==> config.mk <==
export PLATFORM = sky130hd
export DESIGN_NAME = dcache_mem_port_flat
export DESIGN_NICKNAME = d
export VERILOG_FILES = /design/src/rtl/dcache_mem_port_pkg.sv /design/src/rtl/dcache_mem_port_if.sv /design/src/rtl/dcache_line_buffer.sv /design/src/rtl/dcache_mem_port.sv /design/src/flat_wrapper.sv
export SDC_FILE = /design/constraint.sdc
export NUM_CORES = 1
export LEC_CHECK = 0
export ABC_AREA = 1
export ABC_CLOCK_PERIOD_IN_PS = 12180
export CORE_UTILIZATION = 53
export DETAILED_ROUTE_END_ITERATION = 10
export HOLD_SLACK_MARGIN = 0.03
export PLACE_DENSITY = 0.82
export SYNTH_ARGS = -nofsm -noshare
export SYNTH_HDL_FRONTEND = slang
export SYNTH_SLANG_ARGS = --single-unit
==> constraint.sdc <==
create_clock -name clk -period 12.18 [get_ports clk]
set_input_delay 2.436 -clock clk [delete_from_list [all_inputs] [get_ports clk]]
set_output_delay 2.436 -clock clk [all_outputs]
set_load 0.05 [all_outputs]
==> src/rtl/dcache_mem_port_pkg.sv <==
// Shared constants for the d-cache memory port: memory command/status codes,
// transfer sizes, FSM state encoding and beat address arithmetic.
package dcache_mem_port_pkg;

   localparam int ADDR_WIDTH      = 17;
   localparam int DATA_LEN        = 32;
   localparam int BYTE_SIZE       = 8;
   localparam int LINE_WORDS      = 4;
   localparam int WORD_INDEX_SIZE = 2;
   localparam int MAX_RETRY       = 15;

   localparam logic [1:0] MEM_NOP   = 2'd0;
   localparam logic [1:0] MEM_READ  = 2'd1;
   localparam logic [1:0] MEM_WRITE = 2'd2;

   localparam logic [1:0] MEM_RESTING       = 2'd0;
   localparam logic [1:0] MEM_DATA_FINISHED = 2'd1;
   localparam logic [1:0] MEM_INST_FINISHED = 2'd2;

   localparam logic [2:0] ONE_BYTE   = 3'd1;
   localparam logic [2:0] TWO_BYTE   = 3'd2;
   localparam logic [2:0] FOUR_BYTE  = 3'd3;
   localparam logic [2:0] EIGHT_BYTE = 3'd4;

   typedef enum logic [1:0] {
      DMP_IDLE = 2'd0,
      DMP_REQ  = 2'd1,
      DMP_WAIT = 2'd2,
      DMP_DONE = 2'd3
   } dmp_state_e;

   // Byte address of a beat; wraps modulo 2^ADDR_WIDTH.
   function automatic logic [ADDR_WIDTH-1:0] beat_addr(input logic [ADDR_WIDTH-1:0]      base,
                                                       input logic [WORD_INDEX_SIZE-1:0] beat);
      return base + ADDR_WIDTH'({beat, 2'b00});
   endfunction

endpackage

==> src/rtl/dcache_mem_port_if.sv <==
// Bundle of cache-side request/response and memory-side beat signals.
// The err signal exists only when DMEM_RETRY_LIMIT_EN is defined.
interface dcache_mem_port_if;
   import dcache_mem_port_pkg::*;

   logic                           req_valid;
   logic                           req_ready;
   logic                           req_write;
   logic [ADDR_WIDTH-1:0]          req_addr;
   logic [LINE_WORDS*DATA_LEN-1:0] req_wdata;
   logic                           resp_valid;
   logic [LINE_WORDS*DATA_LEN-1:0] resp_rdata;
   logic                           busy;
   logic [1:0]                     mem_vis_signal;
   logic [ADDR_WIDTH-1:0]          mem_vis_addr;
   logic [DATA_LEN-1:0]            written_data;
   logic [2:0]                     data_type;
   logic [DATA_LEN-1:0]            mem_data;
   logic [1:0]                     mem_status;
`ifdef DMEM_RETRY_LIMIT_EN
   logic                           err;
`endif

   modport slave (
      input  req_valid, req_write, req_addr, req_wdata, mem_data, mem_status,
      output req_ready, resp_valid, resp_rdata, busy,
             mem_vis_signal, mem_vis_addr, written_data, data_type
`ifdef DMEM_RETRY_LIMIT_EN
      , output err
`endif
   );

   modport master (
      output req_valid, req_write, req_addr, req_wdata, mem_data, mem_status,
      input  req_ready, resp_valid, resp_rdata, busy,
             mem_vis_signal, mem_vis_addr, written_data, data_type
`ifdef DMEM_RETRY_LIMIT_EN
      , input err
`endif
   );

endinterface

==> src/rtl/dcache_line_buffer.sv <==
// One cache line of words: parallel load of a whole line, single-word write,
// word-indexed read and a flat view of the whole line.
module dcache_line_buffer
   import dcache_mem_port_pkg::*;
(
   input  logic                           clk,
   input  logic                           rst,
   input  logic                           load_i,
   input  logic [LINE_WORDS*DATA_LEN-1:0] load_data_i,
   input  logic                           wr_en_i,
   input  logic [WORD_INDEX_SIZE-1:0]     wr_idx_i,
   input  logic [DATA_LEN-1:0]            wr_data_i,
   input  logic [WORD_INDEX_SIZE-1:0]     rd_idx_i,
   output logic [DATA_LEN-1:0]            rd_data_o,
   output logic [LINE_WORDS*DATA_LEN-1:0] line_o
);

   logic [LINE_WORDS-1:0][DATA_LEN-1:0] word_q;

   always_ff @(posedge clk or posedge rst) begin
      if (rst) begin
         word_q <= '0;
      end else if (load_i) begin
         word_q <= load_data_i;
      end else if (wr_en_i) begin
         word_q[wr_idx_i] <= wr_data_i;
      end
   end

   assign rd_data_o = word_q[rd_idx_i];
   assign line_o    = word_q;

endmodule

==> src/rtl/dcache_mem_port.sv <==
// Splits a d-cache line refill/writeback into LINE_WORDS four-byte memory beats,
// retrying beats memory did not serve. DMEM_RETRY_LIMIT_EN bounds retries and adds err.
module dcache_mem_port
   import dcache_mem_port_pkg::*;
(
   input logic              clk,
   input logic              rst,
   dcache_mem_port_if.slave bus
);

   localparam int LINE_BITS = LINE_WORDS * DATA_LEN;
   localparam int OFF_BITS  = WORD_INDEX_SIZE + 2;

   dmp_state_e                 state_q, state_d;
   logic [ADDR_WIDTH-1:0]      base_q;
   logic                       write_q;
   logic [WORD_INDEX_SIZE-1:0] beat_q, beat_d;
   logic [LINE_BITS-1:0]       rdata_q, rdata_d;
   logic [LINE_BITS-1:0]       line;
   logic [LINE_BITS-1:0]       merged;
   logic [DATA_LEN-1:0]        beat_word;
   logic                       accept;
   logic                       in_wait;
   logic                       mem_done;
   logic                       last_beat;
   logic                       give_up;
   logic                       unused_addr_bits;

   assign accept    = (state_q == DMP_IDLE) && bus.req_valid;
   assign in_wait   = (state_q == DMP_WAIT);
   assign mem_done  = (bus.mem_status == MEM_DATA_FINISHED);
   assign last_beat = (beat_q == WORD_INDEX_SIZE'(LINE_WORDS - 1));
   assign unused_addr_bits = ^bus.req_addr[OFF_BITS-1:0];

`ifdef DMEM_RETRY_LIMIT_EN
   localparam int RETRY_W = $clog2(MAX_RETRY + 1);
   logic [RETRY_W-1:0] retry_q;
   logic               err_q;

   assign give_up = in_wait && !mem_done && (retry_q == RETRY_W'(MAX_RETRY));

   always_ff @(posedge clk or posedge rst) begin
      if (rst) begin
         retry_q <= '0;
         err_q   <= 1'b0;
      end else begin
         if (accept || (in_wait && mem_done)) begin
            retry_q <= '0;
         end else if (in_wait) begin
            retry_q <= retry_q + RETRY_W'(1);
         end
         if (give_up) begin
            err_q <= 1'b1;
         end
      end
   end

   assign bus.err = err_q;
`else
   assign give_up = 1'b0;
`endif

   // Refills start from a zeroed line so an aborted refill never exposes stale writeback data.
   dcache_line_buffer u_line_buffer (
      .clk         (clk),
      .rst         (rst),
      .load_i      (accept),
      .load_data_i (bus.req_write ? bus.req_wdata : '0),
      .wr_en_i     (in_wait && mem_done && !write_q),
      .wr_idx_i    (beat_q),
      .wr_data_i   (bus.mem_data),
      .rd_idx_i    (beat_q),
      .rd_data_o   (beat_word),
      .line_o      (line)
   );

   // The final beat lands in the buffer on the same edge resp_rdata is loaded, so splice it in here.
   generate
      for (genvar gi = 0; gi < LINE_WORDS; gi++) begin : g_merge
         assign merged[gi*DATA_LEN +: DATA_LEN] =
            (mem_done && (beat_q == WORD_INDEX_SIZE'(gi))) ? bus.mem_data
                                                            : line[gi*DATA_LEN +: DATA_LEN];
      end
   endgenerate

   always_ff @(posedge clk or posedge rst) begin
      if (rst) begin
         state_q <= DMP_IDLE;
      end else begin
         state_q <= state_d;
      end
   end

   always_comb begin
      state_d = state_q;
      unique case (state_q)
         DMP_IDLE: if (accept) state_d = DMP_REQ;
         DMP_REQ:  state_d = DMP_WAIT;
         DMP_WAIT: begin
            if (mem_done) begin
               state_d = last_beat ? DMP_DONE : DMP_REQ;
            end else if (give_up) begin
               state_d = DMP_DONE;
            end else begin
               state_d = DMP_REQ;
            end
         end
         DMP_DONE: state_d = DMP_IDLE;
         default:  state_d = DMP_IDLE;
      endcase
   end

   always_comb begin
      beat_d = beat_q;
      if (accept) begin
         beat_d = '0;
      end else if (in_wait && mem_done && !last_beat) begin
         beat_d = beat_q + WORD_INDEX_SIZE'(1);
      end
   end

   always_comb begin
      rdata_d = rdata_q;
      if (in_wait && (state_d == DMP_DONE) && !write_q) begin
         rdata_d = merged;
      end
   end

   always_ff @(posedge clk or posedge rst) begin
      if (rst) begin
         base_q  <= '0;
         write_q <= 1'b0;
         beat_q  <= '0;
         rdata_q <= '0;
      end else begin
         if (accept) begin
            base_q  <= {bus.req_addr[ADDR_WIDTH-1:OFF_BITS], OFF_BITS'(0)};
            write_q <= bus.req_write;
         end
         beat_q  <= beat_d;
         rdata_q <= rdata_d;
      end
   end

   always_comb begin
      bus.req_ready      = (state_q == DMP_IDLE);
      bus.busy           = (state_q != DMP_IDLE);
      bus.resp_valid     = (state_q == DMP_DONE);
      bus.resp_rdata     = rdata_q;
      bus.mem_vis_signal = MEM_NOP;
      bus.mem_vis_addr   = '0;
      bus.written_data   = '0;
      bus.data_type      = '0;
      if (state_q == DMP_REQ) begin
         bus.mem_vis_signal = write_q ? MEM_WRITE : MEM_READ;
         bus.mem_vis_addr   = beat_addr(base_q, beat_q);
         bus.written_data   = write_q ? beat_word : '0;
         bus.data_type      = FOUR_BYTE;
      end
   end

endmodule

==> src/flat_wrapper.sv <==
// flat-port wrapper written by rule: the top's interface ports become plain ports
module dcache_mem_port_flat import dcache_mem_port_pkg::*;
  (clk, rst, bus_req_valid, bus_req_write, bus_req_addr, bus_req_wdata, bus_mem_data, bus_mem_status, bus_req_ready, bus_resp_valid, bus_resp_rdata, bus_busy, bus_mem_vis_signal, bus_mem_vis_addr, bus_written_data, bus_data_type);
  dcache_mem_port_if bus_i ();
  input logic clk;
  input logic rst;
  input wire logic [$bits(bus_i.req_valid)-1:0] bus_req_valid;
  input wire logic [$bits(bus_i.req_write)-1:0] bus_req_write;
  input wire logic [$bits(bus_i.req_addr)-1:0] bus_req_addr;
  input wire logic [$bits(bus_i.req_wdata)-1:0] bus_req_wdata;
  input wire logic [$bits(bus_i.mem_data)-1:0] bus_mem_data;
  input wire logic [$bits(bus_i.mem_status)-1:0] bus_mem_status;
  output wire logic [$bits(bus_i.req_ready)-1:0] bus_req_ready;
  output wire logic [$bits(bus_i.resp_valid)-1:0] bus_resp_valid;
  output wire logic [$bits(bus_i.resp_rdata)-1:0] bus_resp_rdata;
  output wire logic [$bits(bus_i.busy)-1:0] bus_busy;
  output wire logic [$bits(bus_i.mem_vis_signal)-1:0] bus_mem_vis_signal;
  output wire logic [$bits(bus_i.mem_vis_addr)-1:0] bus_mem_vis_addr;
  output wire logic [$bits(bus_i.written_data)-1:0] bus_written_data;
  output wire logic [$bits(bus_i.data_type)-1:0] bus_data_type;
  assign bus_i.req_valid = bus_req_valid;
  assign bus_i.req_write = bus_req_write;
  assign bus_i.req_addr = bus_req_addr;
  assign bus_i.req_wdata = bus_req_wdata;
  assign bus_i.mem_data = bus_mem_data;
  assign bus_i.mem_status = bus_mem_status;
  assign bus_req_ready = bus_i.req_ready;
  assign bus_resp_valid = bus_i.resp_valid;
  assign bus_resp_rdata = bus_i.resp_rdata;
  assign bus_busy = bus_i.busy;
  assign bus_mem_vis_signal = bus_i.mem_vis_signal;
  assign bus_mem_vis_addr = bus_i.mem_vis_addr;
  assign bus_written_data = bus_i.written_data;
  assign bus_data_type = bus_i.data_type;
  dcache_mem_port u_core (.clk(clk), .rst(rst), .bus(bus_i));
endmodule
# ---- Word-level counts from Yosys, hierarchy flattened
# Index checks and enable logic that the tools add are counted.
dict set report op_classes {
  n_eq_ne 8
  n_lt_le_gt_ge 2
  add_sub_neg 2
  n_reduce_logical 18
  mux 24
}
# operator count
set op_table {}
lappend op_table {{$mux 128} 3}
lappend op_table {{$mux 32} 8}
lappend op_table {{$bwmux 128} 1}
lappend op_table {{$bmux 32 s2} 1}
lappend op_table {{$demux 32 s2} 1}
lappend op_table {{$add 17x4->17} 1}
lappend op_table {{$mux 17} 1}
lappend op_table {{$mux 2} 8}
lappend op_table {{$logic_and 1x1->1} 11}
lappend op_table {{$eq 2x2->1 const B} 5}
lappend op_table {{$pmux 2 s4} 1}
lappend op_table {{$eq 2x1->1 const B} 3}
lappend op_table {{$reduce_bool 2->1} 3}
lappend op_table {{$logic_not 2->1} 2}
lappend op_table {{$lt 2x3->1 const B} 1}
lappend op_table {{$add 2x1->2 const B} 1}
lappend op_table {{$ge 2x1->1 const B} 1}
lappend op_table {{$logic_not 1->1} 2}
dict set report totals {
  output_inout_bits 185
  input_bits 183
  regBits 274
}

# ---- Logic depth before layout (Yosys ltp)
dict set report logic_depth {
  depth_word 7
  ltp_mapped 12
}

# ---- Modules after synthesis
# From an unflattened synthesis, not the netlist that was laid out.
dict set report hier_totals {
  hier_cells 2740
  area_unflattened_um2 17141.4
}
# module instances area_each_um2 cells_per_inst
set by_module_without_submodules {}
lappend by_module_without_submodules {dcache_mem_port 1 9116.2 1451}
lappend by_module_without_submodules {dcache_line_buffer 1 8025.2 1289}

# ---- Worst setup path before layout
# Ideal clock, no wire load.
dict set report synth_path {
  path_kind {flip-flop to output port}
  startpoint {register u_core.state_q[0]}
  endpoint {output bus_mem_vis_addr[10]}
  path_slack_ns 7.233
  arrival_time_ns 2.511
  t_required_ns 9.744
  path_stages_with_launch 6
  path_cell_list {dfrtp_1 inv_1 nor2_1 clkinv_1 clkbuf_1 nor2_1}
}
dict set report synth_via {
  elab_chain_cells 2
}
# element line
set synth_lines {}
lappend synth_lines {{from (decl)} dcache_mem_port.sv:14} ;# dmp_state_e state_q, state_d;
lappend synth_lines {{from (signal assigned)} dcache_mem_port.sv:90} ;# state_q <= state_d;
lappend synth_lines {{$eq 2x1->1} dcache_mem_port.sv:154} ;# if (state_q == DMP_REQ) begin
lappend synth_lines {{$mux 17} dcache_mem_port.sv:154}
lappend synth_lines {{to (decl)} flat_wrapper.sv:18} ;# output wire logic [$bits(bus_i.mem_vis_addr)-1:0] bus_mem_vis_addr;
# Every way passes these cells.

# ---- Worst setup path in the final report
dict set report layout_path {
  startpoint {register u_core.beat_q[1]}
  endpoint {output bus_written_data[14]}
}
dict set report layout_via {
  elab_chain_cells 4
}
# element line
set layout_lines {}
lappend layout_lines {{from (decl)} dcache_mem_port.sv:17} ;# logic [WORD_INDEX_SIZE-1:0] beat_q, beat_d;
lappend layout_lines {{from (signal assigned)} dcache_mem_port.sv:140} ;# beat_q <= beat_d;
lappend layout_lines {{$bmux 32 s2} dcache_line_buffer.sv:30} ;# assign rd_data_o = word_q[rd_idx_i];
lappend layout_lines {{$mux 32 (not written as such)} dcache_line_buffer.sv:30}
lappend layout_lines {{$mux 32} dcache_mem_port.sv:157} ;# bus.written_data = write_q ? beat_word : '0;
lappend layout_lines {{$mux 32} dcache_mem_port.sv:154}
lappend layout_lines {{to (decl)} flat_wrapper.sv:19} ;# output wire logic [$bits(bus_i.written_data)-1:0] bus_written_data;
# Every way passes these cells. The select of a mux whose other input is x is not followed.

==> flow_metrics.tcl <==
set metrics [dict create \
    outcome "finished clean" \
    min_path_type "flop to flop" \
    irDropWorstVdd_mv 0.1688 \
    path_delay_family "buffers and inverters" \
    min_period_ns 6.519 \
    detail_route.wirelength_um 66570 \
    share_of_layout_cells_above_drive_strength_1_pct 3.334 \
    powerDensity_nw_per_um2 177.0 \
    synth_top_area_share_pct 38.84 \
    critical-path-max-stage-delay_ns 0.87 \
    placed_area_um2 21020 \
    area.growth.synth_to_final_pct 25.77 \
    achievable-frequency_ghz 0.1534 \
    grt.total_usage_pct 38.56 \
    tritoncts "done" \
    route.detailed.drc 0 \
    arrival_ns 4.08 \
    global_route_wire_length_before_repair_um 101900 \
    postSynthCellCount 2907 \
    syn-cell-area_um2 17650 \
    floorplan.die.height_um 184.5 \
    pin_count_of_the_biggest_net_entering_global_routing 167 \
    synth_sequential_area_ratio_pct 38.84 \
    cells_taking_the_most_area_after_synthesis "dfrtp_1 (39%), nand2_1 (30%), nand3_1 (12%)" \
    detail_route.iter0.violations 2802 \
    globalplace.congestion 0.9989 \
    initial_utilization_pct 54.12 \
    cts.sinks 274 \
    final_nets 3282 \
    clock_tree.htree_level_count 2 \
    cp_slowest_cell "clkdlybuf4s50_1" \
    crit_buf_inv 4 \
    final-max-slew-violation-count 0 \
    critPathRequiredTime_ns 9.74 \
    final_antenna_net_count 0 \
    area_of_the_die_um2 34040 \
    primary_flip_flop_cell_chosen_by_synthesis_mapping "dfrtp_1" \
    critPathLaunchType "flop" \
    cts_hold_buffers 0 \
    finalHoldViolCount 0 \
    cts.repair_timing.setup_buffer_count 0 \
    clk_transition_reported_paths_ns 0.06 \
    placed_cells_incl_taps 3500 \
    cts_buffers 35 \
    cts-resized-gates 0 \
    first_pass_iters 7 \
    synthesis.yosys.warnings 0 \
    postLayoutCellArea_um2 22200 \
    drv.max_cap_violation_count 0 \
    final-setup-viol-count 0 \
    worst-slew-pin-transition_ns 1.284 \
    via_per_inst 5.578 \
    globalRoute.totalOverflow 0 \
    clock-skew-final_ns 0.02068 \
    asyncSetResetFlopFracSynth_pct 100.0 \
    biggest_area_consumer_among_synthesized_cells "dfrtp_1" \
    antenna_found_initial 5 \
    syn-mean-instance-area_um2 6.072 \
    most_frequently_used_cell_type_in_the_post_synthesis_netlist "nand2_1" \
    worst_skew_pair.late_latency_ns 0.52 \
    slew_headroom_pct 14.22 \
    synth_common_cells "nand2_1 (1397), nand3_1 (423), inv_1 (283)" \
    rsz_0062_raised_after_global_routing "false" \
    critPathMaxFanout 36 \
    setup_total_negative_slack_ns 0 \
    place.port_buffers 360 \
    ios 368 \
    num_vias 19890 \
    post_synth_num_cell_types 19 \
    hpwlAfterDp_um 41660 \
    timing.critical_path.mode_cell "buf_4" \
    placement_rows 66 \
    clock_path_buffers 3 \
    filler_cell_count 2882 \
    timing.setup.critical_path_class "flop to output pin" \
    post_dr_wirelength_cell_um 18.67 \
    power.leakage_nw 13.28 \
    endpoint_type_of_the_worst_setup_path "output pin" \
    first_global_vias 18090 \
    layout.cells.non_filler 3566 \
    portion_of_the_clock_cycle_consumed_by_the_worst_path_in_the_final_layout_pct 53.52 \
    synth-seq-cells 274 \
    critical_path.cell_chain "buf_4 > clkinv_1 > buf_4 > nor2_1 > o21ai_0 > a21oi_1 > clkdlybuf4s50_1" \
    core_area_um2 32620 \
    cts-root-buf "clkbuf_16" \
    edff_count_synth 0 \
    dieWidth_um 184.5 \
]
cell usage in the layout (no fill, tap or decap), drive strengths merged:
cell type and n:
nand3 424, nor2 167, ha 4, a21oi 45, conb 3, clkdlybuf4s50 358, diode 5, clkbuf 52
bufinv 2, dfrtp 274, inv 284, nand2 1397, o21ai 65, buf 35, clkinv 9
tightest hold or removal path, cell delays in order, from the launching register on:
cell	delay, ns
dfrtp_1	0.34
nand2_1	0.05
nand2_1	0.05
power by group:
| part | leakage [nW] | total [W] | internal (W) | switching [W] |
|---|---|---|---|---|
| clock network | 0.584 | 0.00107 | 0.000650 | 0.000420 |
| registers | 3.74 | 0.00113 | 0.00104 | 0.0000969 |
| logic | 8.96 | 0.00172 | 0.000456 | 0.00127 |
sequential cells by signal (all words and copies together) (netlist names):
| signal | cells |
|---|---|
| u_core.u_line_buffer.line_o | 128 |
| u_core.bus.resp_rdata | 128 |
| u_core.base_q | 13 |
| u_core.state_q | 2 |
| u_core.write_q | 1 |
| u_core.beat_q | 2 |
cell families (layout without fill, tap and decap cells):
family | after synthesis | in the layout | share of synthesized area, %
buffers and inverters | 530 | 740 | 12.35
DFF | 274 | 274 | 38.84
adders and majority gates | 4 | 4 | 0.2835
AOI/OAI and AO/OA | 110 | 110 | 3.119
and+or+nand+nor | 1988 | 1988 | 45.38
other | 1 | 8 | 0.02124
through the flow:
| stage | util, % | hold WS (ns) | total power, W | setup WS, ns |
|---|---|---|---|---|
| after floorplan | - | 0.4811 | 0.002284 | 2.192 |
| after global placement | 64.43 | 0.4613 | 0.002773 | 6.070 |
| after detailed placement | 64.43 | 0.4636 | 0.002808 | 6.000 |
| after CTS | 68.02 | 0.4793 | 0.003876 | 5.821 |
| after global routing | 68.06 | 0.4956 | 0.004092 | 5.693 |
| final | 68.06 | 0.4746 | 0.003929 | 5.661 |
path summary, 6_finish.rpt:
path / start / to / slack, ns / cells after the start
max: u_core.beat_q[1] / bus_written_data[14] / 5.66 / 7
min: u_core.bus.resp_rdata[21] / u_core.bus.resp_rdata[21] / 0.47 / 2
max reg2reg: u_core.state_q[1] / u_core.u_line_buffer.line_o[88] / 7.27 / 8
min reg2reg: u_core.bus.resp_rdata[21] / u_core.bus.resp_rdata[21] / 0.47 / 2
max in group asynchronous: rst / u_core.u_line_buffer.line_o[88] / 8.20 / 3
min in group asynchronous: rst / u_core.bus.resp_rdata[90] / 2.45 / 2
cell type report:
type                            count  area, um2  area share [%]
Multi-Input combinational cell   2105       8665           39.03
Sequential cell                   274       6858           30.89
Timing Repair Buffer              393       3859           17.38
Inverter                          286       1084           4.881
Clock buffer                       52       1072           4.830
Tap cell                          442      553.0           2.491
Clock inverter                      9      98.84          0.4452
Antenna cell                        5      12.51         0.05636
metal layers:
layer | share of wire, % | wire length (um) | GRT usage [%] | vias up
li1 | - | - | - | 9173
met1 | 40 | 26330 | 53.68 | 9095
met2 | 44 | 28970 | 56.82 | 1435
met3 | 13 | 8524 | 8.911 | 189
met4 | 4.1 | 2752 | 17.47 | 0
met5 | 0 | 0 | 0 | -
No activity file was read; power rests on OpenSTA's default activity.
